===== config.mk =====
export PLATFORM = sky130hd
export DESIGN_NAME = sn76489_cmd_writer_flat
export DESIGN_NICKNAME = d
export VERILOG_FILES = /design/src/rtl/sn76489_cmd_writer_if.sv /design/src/rtl/sn76489_cmd_writer.sv /design/src/flat_wrapper.sv
export SDC_FILE = /design/constraint.sdc
export NUM_CORES = 1
export LEC_CHECK = 0
export ABC_AREA = 0
export CELL_PAD_IN_SITES_DETAIL_PLACEMENT = 0
export CELL_PAD_IN_SITES_GLOBAL_PLACEMENT = 2
export CORE_ASPECT_RATIO = 1.25
export CORE_MARGIN = 10
export CORE_UTILIZATION = 30
export CTS_BUF_LIST = sky130_fd_sc_hd__clkbuf_4 sky130_fd_sc_hd__clkbuf_8
export CTS_CLUSTER_DIAMETER = 200
export CTS_CLUSTER_SIZE = 10
export DETAILED_ROUTE_END_ITERATION = 12
export HOLD_SLACK_MARGIN = 0.12
export PLACE_DENSITY = 0.67
export RECOVER_POWER = 100
export REMOVE_ABC_BUFFERS = 1
export SYNTH_ARGS = -nofsm -noshare
export SYNTH_HDL_FRONTEND = slang
export SYNTH_SLANG_ARGS = --single-unit

===== constraint.sdc =====
create_clock -name clk -period 2.6 [get_ports clk]
set_input_delay 0.52 -clock clk [delete_from_list [all_inputs] [get_ports clk]]
set_output_delay 0.52 -clock clk [all_outputs]
set_load 0.01 [all_outputs]

===== src/rtl/sn76489_cmd_writer_if.sv =====
// Request and PSG-port signal bundle for the SN76489 write sequencer.
// master = host/bench side, slave = sequencer side.
interface sn76489_cmd_writer_if;
    logic       req_valid;
    logic       req_ready;
    logic [1:0] req_ch;
    logic       req_att;
    logic [9:0] req_val;
    logic       clk_en;
    logic [7:0] psg_d;
    logic       psg_we;
    logic       busy;

    modport master (
        output req_valid, req_ch, req_att, req_val, clk_en,
        input  req_ready, psg_d, psg_we, busy
    );

    modport slave (
        input  req_valid, req_ch, req_att, req_val, clk_en,
        output req_ready, psg_d, psg_we, busy
    );
endinterface


===== src/rtl/sn76489_cmd_writer.sv =====
// Purpose: queue SN76489 register updates and emit latch/data bytes with an inter-write gap.
// Latency: push in cycle N, pop in N+1, psg_we high in N+2; each byte held until a clk_en tick.
// Backpressure: req_ready registered from FIFO occupancy; PSG side stalls on clk_en low, no loss.
module sn76489_cmd_writer #(
    parameter int FIFO_DEPTH = 4,
    parameter int GAP_TICKS  = 32,
    parameter int SKIP_HI    = 1
) (
    input  logic                 clk,
    input  logic                 rst,
    sn76489_cmd_writer_if.slave  bus
);
    localparam int PW = $clog2(FIFO_DEPTH);
    localparam int CW = $clog2(FIFO_DEPTH + 1);
    localparam int GW = (GAP_TICKS > 0) ? $clog2(GAP_TICKS + 1) : 1;

    typedef struct packed {
        logic [1:0] ch;
        logic       att;
        logic [9:0] val;
    } req_t;

    typedef enum logic [1:0] {IDLE, LATCH, DATA, GAP} state_t;

    req_t            mem [FIFO_DEPTH];
    req_t            head;
    logic [PW-1:0]   wr_ptr;
    logic [PW-1:0]   rd_ptr;
    logic [CW-1:0]   count;
    logic [CW-1:0]   count_next;
    logic            ready_q;
    logic            push;
    logic            pop;

    state_t          state;
    state_t          state_next;
    logic [GW-1:0]   gap_cnt;
    logic [GW-1:0]   gap_next;
    logic            we_q;
    logic            we_next;
    logic [7:0]      d_q;
    logic [7:0]      d_next;

    logic [1:0]      work_ch;
    logic [5:0]      work_hi;
    logic            work_tone;
    logic            need_data;
    logic            shadow_wr;
    logic [3:0]      shadow_valid;
    logic [3:0][5:0] shadow_hi;

    function automatic logic [7:0] latch_byte(input req_t r);
        logic [3:0] lo;
        lo = (!r.att && r.ch == 2'd3) ? {1'b0, r.val[2:0]} : r.val[3:0];
        return {1'b1, r.ch, r.att, lo};
    endfunction

    assign push = bus.req_valid && ready_q;
    assign head = mem[rd_ptr];

    // Only tone dividers carry a data byte; it is dropped when the chip already holds those high bits.
    assign need_data = work_tone &&
                       !((SKIP_HI != 0) && shadow_valid[work_ch] && (shadow_hi[work_ch] == work_hi));

    always_comb begin
        count_next = count;
        if (push && !pop) begin
            count_next = count + CW'(1);
        end else if (!push && pop) begin
            count_next = count - CW'(1);
        end
    end

    always_ff @(posedge clk) begin
        if (push) begin
            mem[wr_ptr] <= '{ch: bus.req_ch, att: bus.req_att, val: bus.req_val};
        end
    end

    always_ff @(posedge clk or posedge rst) begin
        if (rst) begin
            wr_ptr  <= '0;
            rd_ptr  <= '0;
            count   <= '0;
            ready_q <= 1'b1;
        end else begin
            if (push) begin
                wr_ptr <= wr_ptr + PW'(1);
            end
            if (pop) begin
                rd_ptr <= rd_ptr + PW'(1);
            end
            count   <= count_next;
            ready_q <= (count_next != CW'(FIFO_DEPTH));
        end
    end

    always_comb begin
        state_next = state;
        gap_next   = gap_cnt;
        we_next    = we_q;
        d_next     = d_q;
        pop        = 1'b0;
        shadow_wr  = 1'b0;
        case (state)
            IDLE: begin
                if (count != '0) begin
                    pop        = 1'b1;
                    state_next = LATCH;
                    we_next    = 1'b1;
                    d_next     = latch_byte(head);
                end
            end
            LATCH: begin
                if (bus.clk_en) begin
                    if (need_data) begin
                        state_next = DATA;
                        d_next     = {2'b00, work_hi};
                    end else begin
                        we_next    = 1'b0;
                        state_next = (GAP_TICKS == 0) ? IDLE : GAP;
                        gap_next   = GW'(GAP_TICKS);
                    end
                end
            end
            DATA: begin
                if (bus.clk_en) begin
                    shadow_wr  = 1'b1;
                    we_next    = 1'b0;
                    state_next = (GAP_TICKS == 0) ? IDLE : GAP;
                    gap_next   = GW'(GAP_TICKS);
                end
            end
            GAP: begin
                if (bus.clk_en) begin
                    gap_next = gap_cnt - GW'(1);
                    if (gap_cnt == GW'(1)) begin
                        state_next = IDLE;
                    end
                end
            end
            default: state_next = IDLE;
        endcase
    end

    always_ff @(posedge clk or posedge rst) begin
        if (rst) begin
            state        <= IDLE;
            gap_cnt      <= '0;
            we_q         <= 1'b0;
            d_q          <= 8'h00;
            work_ch      <= '0;
            work_hi      <= '0;
            work_tone    <= 1'b0;
            shadow_valid <= '0;
            shadow_hi    <= '0;
        end else begin
            state   <= state_next;
            gap_cnt <= gap_next;
            we_q    <= we_next;
            d_q     <= d_next;
            if (pop) begin
                work_ch   <= head.ch;
                work_hi   <= head.val[9:4];
                work_tone <= !head.att && (head.ch != 2'd3);
            end
            if (shadow_wr) begin
                shadow_hi[work_ch]    <= work_hi;
                shadow_valid[work_ch] <= 1'b1;
            end
        end
    end

    assign bus.req_ready = ready_q;
    assign bus.psg_we    = we_q;
    assign bus.psg_d     = d_q;
    assign bus.busy      = (state != IDLE) || (count != '0);
endmodule


===== src/flat_wrapper.sv =====
// flat-port wrapper written by rule: the top's interface ports become plain ports
module sn76489_cmd_writer_flat 
#(
    parameter int FIFO_DEPTH = 4,
    parameter int GAP_TICKS  = 32,
    parameter int SKIP_HI    = 1
)
  (clk, rst, bus_req_valid, bus_req_ch, bus_req_att, bus_req_val, bus_clk_en, bus_req_ready, bus_psg_d, bus_psg_we, bus_busy);
  sn76489_cmd_writer_if bus_i ();
  input  logic clk;
  input  logic rst;
  input wire logic [$bits(bus_i.req_valid)-1:0] bus_req_valid;
  input wire logic [$bits(bus_i.req_ch)-1:0] bus_req_ch;
  input wire logic [$bits(bus_i.req_att)-1:0] bus_req_att;
  input wire logic [$bits(bus_i.req_val)-1:0] bus_req_val;
  input wire logic [$bits(bus_i.clk_en)-1:0] bus_clk_en;
  output wire logic [$bits(bus_i.req_ready)-1:0] bus_req_ready;
  output wire logic [$bits(bus_i.psg_d)-1:0] bus_psg_d;
  output wire logic [$bits(bus_i.psg_we)-1:0] bus_psg_we;
  output wire logic [$bits(bus_i.busy)-1:0] bus_busy;
  assign bus_i.req_valid = bus_req_valid;
  assign bus_i.req_ch = bus_req_ch;
  assign bus_i.req_att = bus_req_att;
  assign bus_i.req_val = bus_req_val;
  assign bus_i.clk_en = bus_clk_en;
  assign bus_req_ready = bus_i.req_ready;
  assign bus_psg_d = bus_i.psg_d;
  assign bus_psg_we = bus_i.psg_we;
  assign bus_busy = bus_i.busy;
  sn76489_cmd_writer #(.FIFO_DEPTH(FIFO_DEPTH), .GAP_TICKS(GAP_TICKS), .SKIP_HI(SKIP_HI)) u_core (.clk(clk), .rst(rst), .bus(bus_i));
endmodule

==> qor.yml, run 1 <==
worst_setup_path:
  critical_path.cell_chain: "inv_1, ha_2, nand3b_1, clkdlybuf4s50_1"
  startpoint_type: "register"
  cp.required_ns: 2.08
  crit_fanout: 7
  arrival_ns: 1.87
  cp_slowest_stage_delay_ns: 0.55
  end_kind: "output pin"
  cp-startpoint: "u_core.state[0]"
  slowest_stage: "clkdlybuf4s50_1"
  reg2reg_from: "u_core.work_ch[1]"
  path_class: "reg2out"
clock_network:
  cts_buffers: 17
  cts_max_level: 4
  hold_buffers: 0
  numClockSinks: 114
  cts_buffer_depth: 2
  clockRootBuffer: "clkbuf_8"
  clk_pin_slew_ns: 0.07
  clock_latency_ns: 0.43
  cts_tree: "built"
placed_design:
  io_buffers: 27
  place_ws_ns: 0.336
  place_congestion: 0.712
  dp_hpwl_mm: 6.72
timing:
  period_minus_slack_ns: 2.39
  setup_tns_ns: 0
  clock.fmax_mhz: 419
  rsz0062_at_grt: "false"
  fin_skew_ns: 0.00712
  relSlewSlack_pct: -5.48
  drv_slew: 63
  layout_setup_ws_ns: 0.212
  worst_slew_pin_slew_ns: 1.58
  period_share_pct: 91.9
  hold_viol: 0
  setup_viol: 0
logic_synthesis:
  synth_top_cell_by_area: "edfxtp_1"
  synth.top_cell.area_share_pct: 30.6
  yosys-top-cells-area: "edfxtp_1 31%, dfrtp_1 30%, mux2_2 7.9%, mux4_2 6.2%, ha_1 3.2%"
  async_flop_share_pct: 54.4
  synth_cells: 348
  synth_cell_types: 48
  synth_area_um2: 5110
  synth_ff_type: "dfrtp_1"
  synth_common_cells: "61 x dfrtp_1, 52 x edfxtp_1, 36 x mux2_2"
  ys.warnings.count: 0
  synth_edf_count: 52
  synth_most_common_cell: "dfrtp_1"
  postSynthAreaPerCell_um2: 14.7
  synth_seq_area_share_pct: 61.0
  ys_seq_elements: 114
global_routing:
  grt_start_max_net_pins: 63
  grt_pass1_wl_mm: 16.3
  antenna_found_initial: 0
  grt_pass1_vias: 3136
  grt_overflow: 0
  grt_usage_pct: 9.38
power_and_ir_drop:
  cellLeakagePower_nw: 2.38
  power_density_nw_per_um2: 1250
  peakVddDrop_uv: 575
drt:
  wire_per_inst_um: 15.6
  wl_mm: 9.78
  drt_iter0_drc: 128
  dr_total_vias: 2866
  vias_per_cell: 4.58
  ant_nets: 0
  drc: 0
  dr.pass1.iters: 4
floorplanning:
  die_area_um2: 22700
  floorplan.initialDensity_pct: 30.4
  dieWidth_um: 137
  die_h_um: 166
  pin_count: 28
  core_um2: 16800
  row_count: 53
finish:
  diodes: 0
  syn_to_final_growth_pct: 18.6
  fillCellCount: 1633
  nNetsFinal: 423
  regArea_um2: 3110
  multi_input_comb_area_um2: 1820
  drive_above_1_share_pct: 24.4
min_path:
  hold_path.class: "reg2reg"
  min_from: "u_core.shadow_valid[0]"
flow_run:
  maxCapViolCount: 1
outcome:
  violations: "capacitance limit, slew limit"
  status: "finished with violations"
## flip-flops by register name, indices dropped and copies added, names as in the netlist
register and count:
u_core.shadow_hi 24, u_core.wr_ptr 2, u_core.count 3, u_core.work_ch 2, u_core.gap_cnt 6, u_core.bus.psg_d 8, u_core.shadow_valid 4, u_core.bus.psg_we 1
u_core.work_tone 1, u_core.state 2, u_core.work_hi 6, u_core.bus.req_ready 1, u_core.rd_ptr 2, u_core.mem 52
## metal layers
| metal | vias up | track usage, % | wire length (µm) |
|---|---|---|---|
| li1 | 1366 | - | - |
| met1 | 1436 | 11.0 | 4370 |
| met2 | 47 | 14.9 | 4820 |
| met3 | 17 | 3.36 | 399 |
| met4 | 0 | 4.32 | 198 |
| met5 | - | 0 | 0 |
## placed cells by master, fill, tap and decap left out, types with 9 or more instances in the layout
master and count:
mux2i_1 11, clkbuf_8 17, inv_1 14, nand2_1 28
xnor2_1 9, mux2_2 36, nor2_1 9, dlygate4sd3_1 24
edfxtp_1 52, ha_1 12, o21ai_0 11, mux4_2 14
dfrtp_1 61
## final timing paths
path                                           to  slack (ns)  cells past startpoint
setup reg to reg              u_core.bus.psg_d[4]        0.29                      8
min in group asynchronous    u_core.shadow_hi[16]        1.06                      3
setup / recovery                         bus_busy        0.21                      4
hold / removal             u_core.shadow_valid[0]        0.47                      1
hold reg to reg            u_core.shadow_valid[0]        0.47                      1
max in group asynchronous    u_core.shadow_hi[18]        0.58                      3
## where the power goes
part           internal (mW)  switching, mW
combinational           1.45           1.31
sequential              2.52          0.490
clock                  0.977          0.805
total                   4.95           2.61
## logic make-up after synthesis
| kind of cell | Yosys count | synth area share [%] |
|---|---|---|
| buf+inv | 31 | 2.84 |
| compound gates | 35 | 5.07 |
| xor+xnor | 15 | 2.72 |
| flops | 114 | 61.0 |
| simple gates | 72 | 6.96 |
| fa+ha+maj | 14 | 3.38 |
| mux | 67 | 18.0 |
## cell type report
cell class                 count  area share [%]
inverter                      15           0.930
clock inverter                15            3.24
sequential                   114            51.4
tap                          220            4.55
timing repair buffer          42            5.97
clock buffer                  17            3.86
multi-input combinational    203            30.0
## repair_timing
action	4_1_cts	5_1_grt
setup buffers	1	0
gates cloned	0	0
endpoints found under the hold margin	0	0
gates resized for setup	0	1
endpoints found under the setup margin	1	1
pin swaps	1	0
## stage by stage
step	hold WS (ns)	cell area [µm²]	utilization, %	power (mW)	instances
floorplan	0.436	5020	-	5.07	332
global route	0.498	6060	36.1	8.13	626
detailed placement	0.462	5690	33.9	6.05	593
global placement	0.454	5690	33.9	6.00	593
finish	0.471	6060	36.1	7.55	626
CTS	0.471	6130	36.5	7.87	626
## worst max-delay path, delay by kind of cell, from the launching register on
kind,cells,cell delay [ns]
adders and majority gates,1,0.24
DFF,1,0.42
and+or+nand+nor,1,0.12
buffers and inverters,2,0.65
(Power assumes the default switching activity.)
==> run 2: changes to the inputs <==
Clock period 2.6 ns to 2.4 ns, I/O delays scaled along.
==> run 2 against run 1 <==
Net effect:
- the flow still finishes with violations (capacitance limit, slew limit)
- routed wire length increased by 3.7%
- combinational power increased by 12%
- sequential share of layout area decreased by 0.19 points
- cell area increased by 0.37%
- global-route usage increased by 0.18 points
- register-to-register slack got worse by 0.12 ns
- worst setup slack got worse by 0.096 ns
- largest power group unchanged
==> qor.yml, run 2 (same netlist as run 1, synthesis figures left out) <==
outcome:
  status: "finished with violations"
  violations: "capacitance limit, slew limit"
drt:
  dr_total_vias: 2851  # -0.52%
  wl_mm: 10.1  # +3.7%
  vias_per_cell: 4.54  # -0.84%
  drt_iter0_drc: 120  # -6.3%
  ant_nets: 0  # unchanged
  drc: 0  # unchanged
  wire_per_inst_um: 16.2  # +3.4%
  dr.pass1.iters: 4  # unchanged
worst_setup_path:
  crit_fanout: 7  # unchanged
  end_kind: "output pin"
  reg2reg_to: "u_core.gap_cnt[2]"
  cp.required_ns: 1.92  # -0.16 ns
  reg2reg_from: "u_core.work_ch[1]"
  rrSetupSlack_ns: 0.17  # -0.12 ns
  path_class: "reg2out"
  startpoint_type: "register"
  arrival_ns: 1.80  # -0.07 ns
  ff2ff_path_depth: 9  # +1
global_routing:
  antenna_found_initial: 0  # unchanged
  grt_usage_pct: 9.56  # +0.18 points
  grt_pass1_wl_mm: 16.7  # +2.3%
  grt_overflow: 0  # unchanged
  grt_start_max_net_pins: 63  # unchanged
  grt_pass1_vias: 3110  # -0.83%
finish:
  regMostFlops: "u_core.mem"
  drive_above_1_share_pct: 25.0  # +0.62 points
  final_area_um2: 6080  # +0.37%
  mostFrequentLayoutCells: "61 x dfrtp_1, 52 x edfxtp_1, 36 x mux2_2, 28 x nand2_1, 25 x dlygate4sd3_1"
  nNetsFinal: 425  # +0.47%
  diodes: 0  # unchanged
  largest_register_ffs: 52  # unchanged
  regArea_um2: 3110  # unchanged
  multi_input_comb_area_um2: 1840  # +1.2%
  fillCellCount: 1623  # -0.61%
  final_common_cell: "dfrtp_1"
  syn_to_final_growth_pct: 19.0
min_path:
  whs_path_depth: 1  # unchanged
  hold_path_end: "u_core.shadow_valid[1]"
  min_from: "u_core.shadow_valid[1]"
  hold_path.class: "reg2reg"
timing:
  setup_viol: 0  # unchanged
  worst_slew_pin_slew_ns: 1.56  # -0.0248 ns
  relSlewSlack_pct: -3.83  # +1.7 points
  drv_slew: 63  # unchanged
  rsz0062_at_grt: "false"
  clock.fmax_mhz: 438
  period_share_pct: 95.2
  setup_tns_ns: 0  # unchanged
  hold_viol: 0  # unchanged
  period_minus_slack_ns: 2.28
  fin_skew_ns: 0.0113  # +0.00414 ns
  holdWs_ns: 0.482  # +0.0110 ns
power_and_ir_drop:
  p_total_mw: 8.18  # +8.3%
  combPwrFrac_pct: 37.9  # +1.4 points
  p_switching_mw: 2.84  # +9.1%
  seq_power_share_pct: 39.9  # about the same
  power_switching_share_pct: 34.7  # +0.25 points
  cell_internal_pwr_mw: 5.34  # +7.9%
  cellLeakagePower_nw: 2.37  # about the same
  peakVddDrop_uv: 622  # +8.2%
  clockPowerShare_pct: 22.2  # -1.4 points
  power_density_nw_per_um2: 1350  # +7.9%
floorplanning:
  dieWidth_um: 137  # unchanged
  floorplan.initialDensity_pct: 30.4  # unchanged
  pin_count: 28  # unchanged
  die_h_um: 166  # unchanged
  core_um2: 16800  # unchanged
  die_area_um2: 22700  # unchanged
  row_count: 53  # unchanged
placed_design:
  place_congestion: 0.726  # +2.0%
  io_buffers: 27  # unchanged
  dp_hpwl_mm: 6.85  # +1.9%
  dpl-instance-area_um2: 5720  # +0.48%
flow_run:
  maxCapViolCount: 1  # unchanged
clock_network:
  cts_max_level: 4  # unchanged
  clockRootBuffer: "clkbuf_8"
  clk_pin_slew_ns: 0.07  # about the same
  hold_buffers: 0  # unchanged
  cts_buffers: 17  # unchanged
  clock_latency_ns: 0.42  # about the same
  cts_tree: "built"
  cts_buffer_depth: 2  # unchanged
  numClockSinks: 114  # unchanged
run 2: cell types whose count changed in the layout (fill, tap and decap cells not counted), sizes merged:
cell	before	now
buf	5	8
bufinv	3	2
clkdlybuf4s50	3	2
clkinv	5	6
clkinvlp	1	3
dlygate4sd3	24	25
inv	21	18
run 2: stage by stage:
stage	setup WS [ns]	util, %	std cells
final	0.116	36.2	628
after global routing	0.00122	36.2	628
after CTS	0.0387	36.6	628
after detailed placement	0.165	34.1	595
after global placement	0.187	34.1	595
after floorplan	0.148	-	332
run 2: routing by layer:
metal / GRT usage [%] / share of wire [%] / vias to the layer above
met5: 0 / 0 / -
met4: 3.39 / 0.71 / 0
met3: 3.24 / 3.7 / 8
met2: 16.6 / 54 / 37
met1: 10.5 / 42 / 1446
li1: - / - / 1360
run 2: area by class of cell:
type / count / share of cell area, %
sequential: 114 / 51.2
tap: 220 / 4.53
clock inverter: 14 / 2.53
clock buffer: 18 / 4.08
timing repair buffer: 44 / 6.42
inverter: 15 / 0.926
multi-input combinational: 203 / 30.3
run 2: worst max path at each step:
stage,from,to,slack [ns]
2_1_floorplan,u_core.work_ch[1],u_core.bus.psg_d[0],0.15
3_3_place_gp,bus_req_valid,u_core.bus.req_ready,0.19
3_5_place_dp,u_core.work_ch[1],u_core.gap_cnt[5],0.16
4_1_cts,u_core.state[0],bus_busy,0.04
5_1_grt,u_core.state[0],bus_busy,0.001
6_report,u_core.state[0],bus_busy,0.12
run 2: worst max-delay path, cell delays in order (launching register included):
cell             delay (ns)
dfrtp_1                0.42
inv_1                  0.12
ha_4                   0.20
nand3b_1               0.10
clkdlybuf4s50_1        0.55
run 2: repair_timing:
item	4_1_cts	5_1_grt
setup endpoints to repair	1	1
pin swaps	1	0
gates cloned	0	0
buffers inserted	1	0
gates resized for setup	1	1
run 2: power by group through the flow:
stage / Clock [mW] / Combinational, mW / Sequential, mW
2_1_floorplan: 0 / 2.25 / 3.25
3_3_place_gp: 0 / 3.25 / 3.31
3_5_place_dp: 0 / 3.29 / 3.32
4_1_cts: 1.87 / 3.32 / 3.29
5_1_grt: 1.97 / 3.49 / 3.37
6_report: 1.81 / 3.10 / 3.26
==> run 3: changes to the inputs <==
Settings changed: SLEW_MARGIN from default to 20.
==> results of run 3 <==
The final DEF is identical to that of run 2; final timing and power are the same.
